$ cat config.mk
export PLATFORM = sky130hd
export DESIGN_NAME = dbg_uart_tx_fifo
export DESIGN_NICKNAME = d
export VERILOG_FILES = /design/src/rtl/dbg_uart_tx_fifo.sv
export SDC_FILE = /design/constraint.sdc
export NUM_CORES = 1
export LEC_CHECK = 0
export ABC_AREA = 0
export CELL_PAD_IN_SITES_DETAIL_PLACEMENT = 0
export CELL_PAD_IN_SITES_GLOBAL_PLACEMENT = 1
export CORE_UTILIZATION = 51
export DETAILED_ROUTE_END_ITERATION = 8
export PLACE_DENSITY_LB_ADDON = 0.1
export SYNTH_ARGS = -nofsm -noshare
export SYNTH_HDL_FRONTEND = slang
export SYNTH_SLANG_ARGS = --single-unit
$ cat constraint.sdc
create_clock -name clk -period 3.5 [get_ports clk]
set_input_delay 0.7 -clock clk [delete_from_list [all_inputs] [get_ports clk]]
set_output_delay 0.7 -clock clk [all_outputs]
set_load 0.01 [all_outputs]
$ cat src/rtl/dbg_uart_tx_fifo.sv
// Debug UART transmitter fed by a small byte FIFO.
// 8N1 framing, LSB first; the serial line idles high and is always driven from a flop.
module dbg_uart_tx_fifo #(
    parameter int CLK_HZ   = 14_000_000,
    parameter int BIT_RATE = 1_000_000,
    parameter int DEPTH    = 8
) (
    input  logic       clk,
    input  logic       rst_n,
    input  logic       wr_en,
    input  logic [7:0] wr_data,
    input  logic       clr_ovf,
    output logic       full,
    output logic [4:0] level,
    output logic       busy,
    output logic       overflow,
    output logic       uart_txd
);

    localparam int         CLKS_PER_BIT = CLK_HZ / BIT_RATE;
    localparam int         PTR_W        = $clog2(DEPTH);
    localparam logic [7:0] DIV_LAST     = 8'(CLKS_PER_BIT - 1);
    localparam logic [4:0] LVL_FULL     = 5'(DEPTH);

    typedef enum logic [1:0] {
        IDLE,
        START,
        DATA,
        STOP
    } state_t;

    state_t             state;
    state_t             state_nxt;
    logic [7:0]         mem [DEPTH];
    logic [PTR_W-1:0]   wr_ptr;
    logic [PTR_W-1:0]   rd_ptr;
    logic [7:0]         shifter;
    logic [7:0]         div_cnt;
    logic [7:0]         div_nxt;
    logic [2:0]         bit_cnt;
    logic [2:0]         bit_nxt;
    logic               txd_nxt;
    logic               push;
    logic               drop;
    logic               pop;
    logic               load;
    logic               shift;
    logic               bit_end;

    // Full is judged on the pre-edge level, so a write racing a pop while full is still dropped.
    assign full    = (level == LVL_FULL);
    assign push    = wr_en && !full;
    assign drop    = wr_en && full;
    assign busy    = (state != IDLE) || (level != 5'd0);
    assign bit_end = (div_cnt == DIV_LAST);

    always_comb begin
        state_nxt = state;
        div_nxt   = div_cnt + 8'd1;
        bit_nxt   = bit_cnt;
        txd_nxt   = uart_txd;
        pop       = 1'b0;
        load      = 1'b0;
        shift     = 1'b0;
        case (state)
            IDLE: begin
                div_nxt = '0;
                if (level != 5'd0) begin
                    pop       = 1'b1;
                    load      = 1'b1;
                    txd_nxt   = 1'b0;
                    bit_nxt   = '0;
                    state_nxt = START;
                end
            end
            START: begin
                if (bit_end) begin
                    div_nxt   = '0;
                    txd_nxt   = shifter[0];
                    shift     = 1'b1;
                    state_nxt = DATA;
                end
            end
            DATA: begin
                if (bit_end) begin
                    div_nxt = '0;
                    if (bit_cnt == 3'd7) begin
                        txd_nxt   = 1'b1;
                        state_nxt = STOP;
                    end else begin
                        txd_nxt = shifter[0];
                        shift   = 1'b1;
                        bit_nxt = bit_cnt + 3'd1;
                    end
                end
            end
            STOP: begin
                // Chain straight into the next start bit when data is waiting: no idle gap.
                if (bit_end) begin
                    div_nxt = '0;
                    if (level != 5'd0) begin
                        pop       = 1'b1;
                        load      = 1'b1;
                        txd_nxt   = 1'b0;
                        bit_nxt   = '0;
                        state_nxt = START;
                    end else begin
                        txd_nxt   = 1'b1;
                        state_nxt = IDLE;
                    end
                end
            end
            default: begin
                state_nxt = IDLE;
                txd_nxt   = 1'b1;
            end
        endcase
    end

    always_ff @(posedge clk or negedge rst_n) begin
        if (!rst_n) begin
            state    <= IDLE;
            uart_txd <= 1'b1;
            div_cnt  <= '0;
            bit_cnt  <= '0;
            level    <= '0;
            wr_ptr   <= '0;
            rd_ptr   <= '0;
            overflow <= 1'b0;
        end else begin
            state    <= state_nxt;
            uart_txd <= txd_nxt;
            div_cnt  <= div_nxt;
            bit_cnt  <= bit_nxt;
            level    <= level + 5'(push) - 5'(pop);
            if (push) begin
                wr_ptr <= wr_ptr + PTR_W'(1);
            end
            if (pop) begin
                rd_ptr <= rd_ptr + PTR_W'(1);
            end
            if (drop) begin
                overflow <= 1'b1;
            end else if (clr_ovf) begin
                overflow <= 1'b0;
            end
        end
    end

    // Storage and shifter carry data only; control state decides when they are meaningful.
    always_ff @(posedge clk) begin
        if (push) begin
            mem[wr_ptr] <= wr_data;
        end
        if (load) begin
            shifter <= mem[rd_ptr];
        end else if (shift) begin
            shifter <= {1'b0, shifter[7:1]};
        end
    end

endmodule

Word-level counts from Yosys, hierarchy flattened
Memory sizes are Yosys's and may differ from the RTL's.
Cells that the tools add are included.
W data, S select, Z words.
{"block": "op_classes", "add_sub_neg": 6, "eq_ne": 12, "muxes": 34, "n_reduce_logical": 14}
{"op": "$mux W8", "count": 3}
{"op": "$mux W1", "count": 16}
{"op": "$pmux W8 S2", "count": 1}
{"op": "$mux W3", "count": 4}
{"op": "$ne A2 B2 Y1 const B", "count": 6}
{"op": "$mux W2", "count": 5}
{"op": "$add A3 B1 Y3 const B", "count": 3}
{"op": "$pmux W3 S3", "count": 1}
{"op": "$add A8 B1 Y8 const B", "count": 1}
{"op": "$eq A8 B4 Y1 const B", "count": 1}
{"op": "$pmux W2 S4", "count": 1}
{"op": "$reduce_and A4 Y1", "count": 2}
{"op": "$reduce_bool A2 Y1", "count": 3}
{"op": "$add A5 B1 Y5", "count": 1}
{"op": "$eq A5 B4 Y1 const B", "count": 1}
{"op": "$reduce_and A5 Y1", "count": 1}
{"op": "$reduce_bool A5 Y1", "count": 1}
{"op": "$sub A5 B1 Y5", "count": 1}
{"op": "$eq A2 B2 Y1 const B", "count": 2}
{"op": "$pmux W1 S2", "count": 2}
{"op": "$pmux W1 S4", "count": 1}
{"op": "$eq A3 B3 Y1 const B", "count": 1}
{"op": "$reduce_bool A3 Y1", "count": 1}
{"op": "$reduce_or A3 Y1", "count": 1}
{"op": "other kinds (5)", "count": 6}
{"block": "totals", "register_bits": 34, "ram_bits": 64, "in_bits": 12, "output_inout_bits": 9, "word_cells": 76, "mem_count": 1}
{"name": "mem", "depth": 8, "word_bits": 8, "read_ports": 1, "rd_clocked_by_memory_dff": 0, "wr": 1, "line_no": "34", "rtl": "logic [7:0] mem [DEPTH];"}

Longest topological paths before layout
{"block": "logic_depth", "ltp_word": 6, "ltp_mapped": 13, "mapped_depth_nobuf": 12}

Least setup slack after synthesis
OpenSTA, ideal clock, no wires.
{"block": "synth_timing", "kind": "flip-flop to flip-flop", "startpoint": "reg level[2]", "endpoint": "reg level[4]", "setup_time_ps": 123, "arrival_time_ps": 2627, "slack_ps": 750, "path_stages_with_launch": 13, "synth_period_minus_slack_ps": 2750, "cell_sequence": "dfrtp_1 inv_1 ha_1 nor4b_1 nand2b_1 buf_2 xnor2_1 ha_1 fa_1 a21oi_1 nor2_1 nor2_1 xnor2_1"}
{"block": "synth_between", "elab_chain_len": 5, "word_cells_on_any_way": 9}
{"item": "from (decl)", "line_no": "14", "rtl": "output logic [4:0] level,"}
{"item": "from (signal assigned)", "line_no": "135", "rtl": "level <= level + 5'(push) - 5'(pop);"}
{"item": "$eq A5 B4 Y1", "line_no": "51", "rtl": "assign full = (level == LVL_FULL);"}
{"item": "net full", "line_no": "13", "rtl": "output logic full,"}
{"item": "$logic_not A1 Y1", "line_no": "52", "rtl": "assign push = wr_en && !full;"}
{"item": "$logic_and A1 B1 Y1", "line_no": "52"}
{"item": "$add A5 B1 Y5", "line_no": "135"}
{"item": "$sub A5 B1 Y5", "line_no": "135"}
The timed path passes the listed nets, and every way through them passes these cells.
A chain may end at the register's enable or synchronous reset.

Final worst setup path
{"block": "layout_timing", "startpoint": "reg level[2]", "endpoint": "out full"}
{"block": "layout_between", "elab_chain_len": 1}
{"item": "$eq A5 B4 Y1", "line_no": "51"}
{"item": "to (decl)", "line_no": "13"}
No other way between the ends.

==> impl_metrics.env <==
export IMPL_die_width_um=94.3
export IMPL_synthArstFlopShare_pct=26.5
export IMPL_grt_antenna_before_repair=0
export IMPL_clk_pin_slew_ns=0.09
export IMPL_clock_latency_ns=0.36
export IMPL_grt_max_degree=27
export IMPL_synth_nets=294
export IMPL_finalSetupViolations=0
export IMPL_relSlewSlack_pct=48.8
export IMPL_start_util_pct=52.9
export IMPL_tightestPinTransition_ns=0.766
export IMPL_cts_root_buf="clkbuf_8"
export IMPL_overflow=0
export IMPL_dieArea_sq_mm=0.00890
export IMPL_yosysMostFrequentCell="edfxtp_1"
export IMPL_crit_arrival_ns=2.12
export IMPL_cts_setup_buffers=0
export IMPL_areaGrowthSynthToFinish_pct=12.1
export IMPL_io_buffer_count=20
export IMPL_gp_congestion=0.756
export IMPL_synth_cells=264
export IMPL_synthesis_area_sq_mm=0.00435
export IMPL_hold_buffers=0
export IMPL_power_total_mw=2.68
export IMPL_fin_crit_sh_pct=80.5
export IMPL_wl_per_cell_um=17.2
export IMPL_finClkSkew_ns=0.0126
export IMPL_max_vdd_ir_drop_mv=0.359
export IMPL_synth_edf_count=72
export IMPL_ios=21
export IMPL_cts_tree="built"
export IMPL_synth_seq_cells=98
export IMPL_p_per_area_mw_per_mm2=550
export IMPL_drv_cap=0
export IMPL_cts_resized=0
export IMPL_die_h_um=94.3
export IMPL_layout_drive_gt1_share_pct=18.2
export IMPL_cts_buffers=9
export IMPL_core_rowCount=33
export IMPL_clock_sinks=98
export IMPL_grt_pass1_wl_um=11400
export IMPL_synth_area_leaders="edfxtp_1 (50%), dfrtp_1 (14%), mux4_1 (5.4%)"
export IMPL_ys_warn_count=0
export IMPL_slew_viol_final=0
export IMPL_r2r_setup_slack_ns=0.77
export IMPL_diodes=0
export IMPL_fillers=638
export IMPL_min_path_type="register to register"
export IMPL_synth_top_area_share_pct=49.7
export IMPL_grt_pass1_vias=2221
export IMPL_drt_initial_drc_count=77
export IMPL_yosysTopAreaCell="edfxtp_1"
export IMPL_status="finished clean"
export IMPL_required_ns=2.80
export IMPL_fmax_ghz=0.355
export IMPL_finalInstanceArea_sq_mm=0.00488
export IMPL_core_area_sq_mm=0.00822
export IMPL_ant_nets=0
export IMPL_final_nets=328
export IMPL_dp_cells=392
export IMPL_clockBufferDepth=2
export IMPL_synth_avg_cell_area_sq_um=16.5
export IMPL_synthTopCellsByCount="edfxtp_1 (72), dfrtp_1 (25), ha_1 (17)"
export IMPL_grt_usage_pct=17.8
export IMPL_vias_per_cell=5.42
export IMPL_period_minus_slack_ns=2.82
export IMPL_end_kind="output port"
export IMPL_stdcell_count=407
export IMPL_start_kind="register"
export IMPL_dp_hpwl_um=4750
export IMPL_drc_errors=0
export IMPL_path_max_fanout=4
export IMPL_synth_distinct_cells=43
export IMPL_ys_seq_area_share_pct=64.7
export IMPL_worst_setup_path_type="register to output port"
export IMPL_p_leak_nw=1.82
export IMPL_hold_viol_final=0
export IMPL_firstDrtPassIters=4
export IMPL_finalSetupTns_ns=0
export IMPL_place_area_sq_mm=0.00470
export IMPL_htree_levels=3
export IMPL_routed_wl_um=7000
export IMPL_rsz0062_at_grt="false"
export IMPL_synthFlopType="edfxtp_1"
export IMPL_num_vias=2206
[final timing paths]
check                                      from               endpoint  cells past startpoint
hold reg to reg            uart_txd$_DFFE_PN1P_   uart_txd$_DFFE_PN1P_                      2
setup / recovery             level[2]$_DFF_PN0_                   full                      4
max in group asynchronous                 rst_n   uart_txd$_DFFE_PN1P_                      2
setup reg to reg             level[2]$_DFF_PN0_     level[4]$_DFF_PN0_                     11
min in group asynchronous                 rst_n  wr_ptr[1]$_DFFE_PN0P_                      2
hold / removal             uart_txd$_DFFE_PN1P_   uart_txd$_DFFE_PN1P_                      2
[worst max-delay path, stage by stage, from the launching register on]
cell             delay [ns]
dfrtp_1                0.40
inv_1                  0.10
ha_1                   0.14
nor4b_1                0.47
clkdlybuf4s50_1        0.65
[state kept, by name (all words and copies together), names as in the netlist]
name,cells
rd_ptr,3
bit_cnt,3
mem,64
state,2
uart_txd,1
div_cnt,8
wr_ptr,3
overflow,1
level,5
shifter,8
[power by group]
part | internal (mW) | switching (mW)
logic | 0.263 | 0.267
registers | 1.41 | 0.0857
clock network | 0.263 | 0.392
[layer usage]
metal	track usage (%)	wire length, um
met4	6.92	106
met1	25.9	3410
met3	3.14	177
met2	26.9	3300
met5	0	0
[kinds of logic after synthesis]
group	after synthesis	share of synthesized area (%)
fa+ha+maj	18	5.35
mux	33	14.0
simple gates	57	6.85
flops	98	64.7
compound gates	22	3.37
buf+inv	21	2.68
xor+xnor	15	3.02
[area by class of cell]
cell class | count | area, sq um | share of cell area, %
Tap cell | 105 | 131 | 2.69
Clock buffer | 9 | 124 | 2.54
Multi-Input combinational cell | 145 | 1420 | 29.1
Timing Repair Buffer | 33 | 298 | 6.11
Inverter | 11 | 41.3 | 0.847
Sequential cell | 98 | 2810 | 57.7
Clock inverter | 6 | 50.0 | 1.03
[layout by cell type (no fill, tap or decap), drive strengths merged, types with 13 or more instances in the layout]
| cell type | synthesis | final |
|---|---|---|
| inv | 11 | 14 |
| dfrtp | 25 | 25 |
| nor2 | 15 | 15 |
| edfxtp | 72 | 72 |
| mux4 | 16 | 16 |
| buf | 6 | 13 |
| mux2 | 16 | 16 |
| ha | 17 | 17 |
| clkdlybuf4s50 | 0 | 20 |
| nand2 | 13 | 13 |
[stage by stage]
| step | utilization (%) | hold WS [ns] | worst slack (ns) |
|---|---|---|---|
| 2_1_floorplan | - | 0.404 | 0.750 |
| 3_3_place_gp | 57.2 | 0.465 | 0.803 |
| 3_5_place_dp | 57.2 | 0.471 | 0.750 |
| 4_1_cts | 59.4 | 0.486 | 0.649 |
| 5_1_grt | 59.4 | 0.511 | 0.448 |
| 6_report | 59.4 | 0.480 | 0.684 |
No activity file was read; power rests on OpenSTA's default activity.
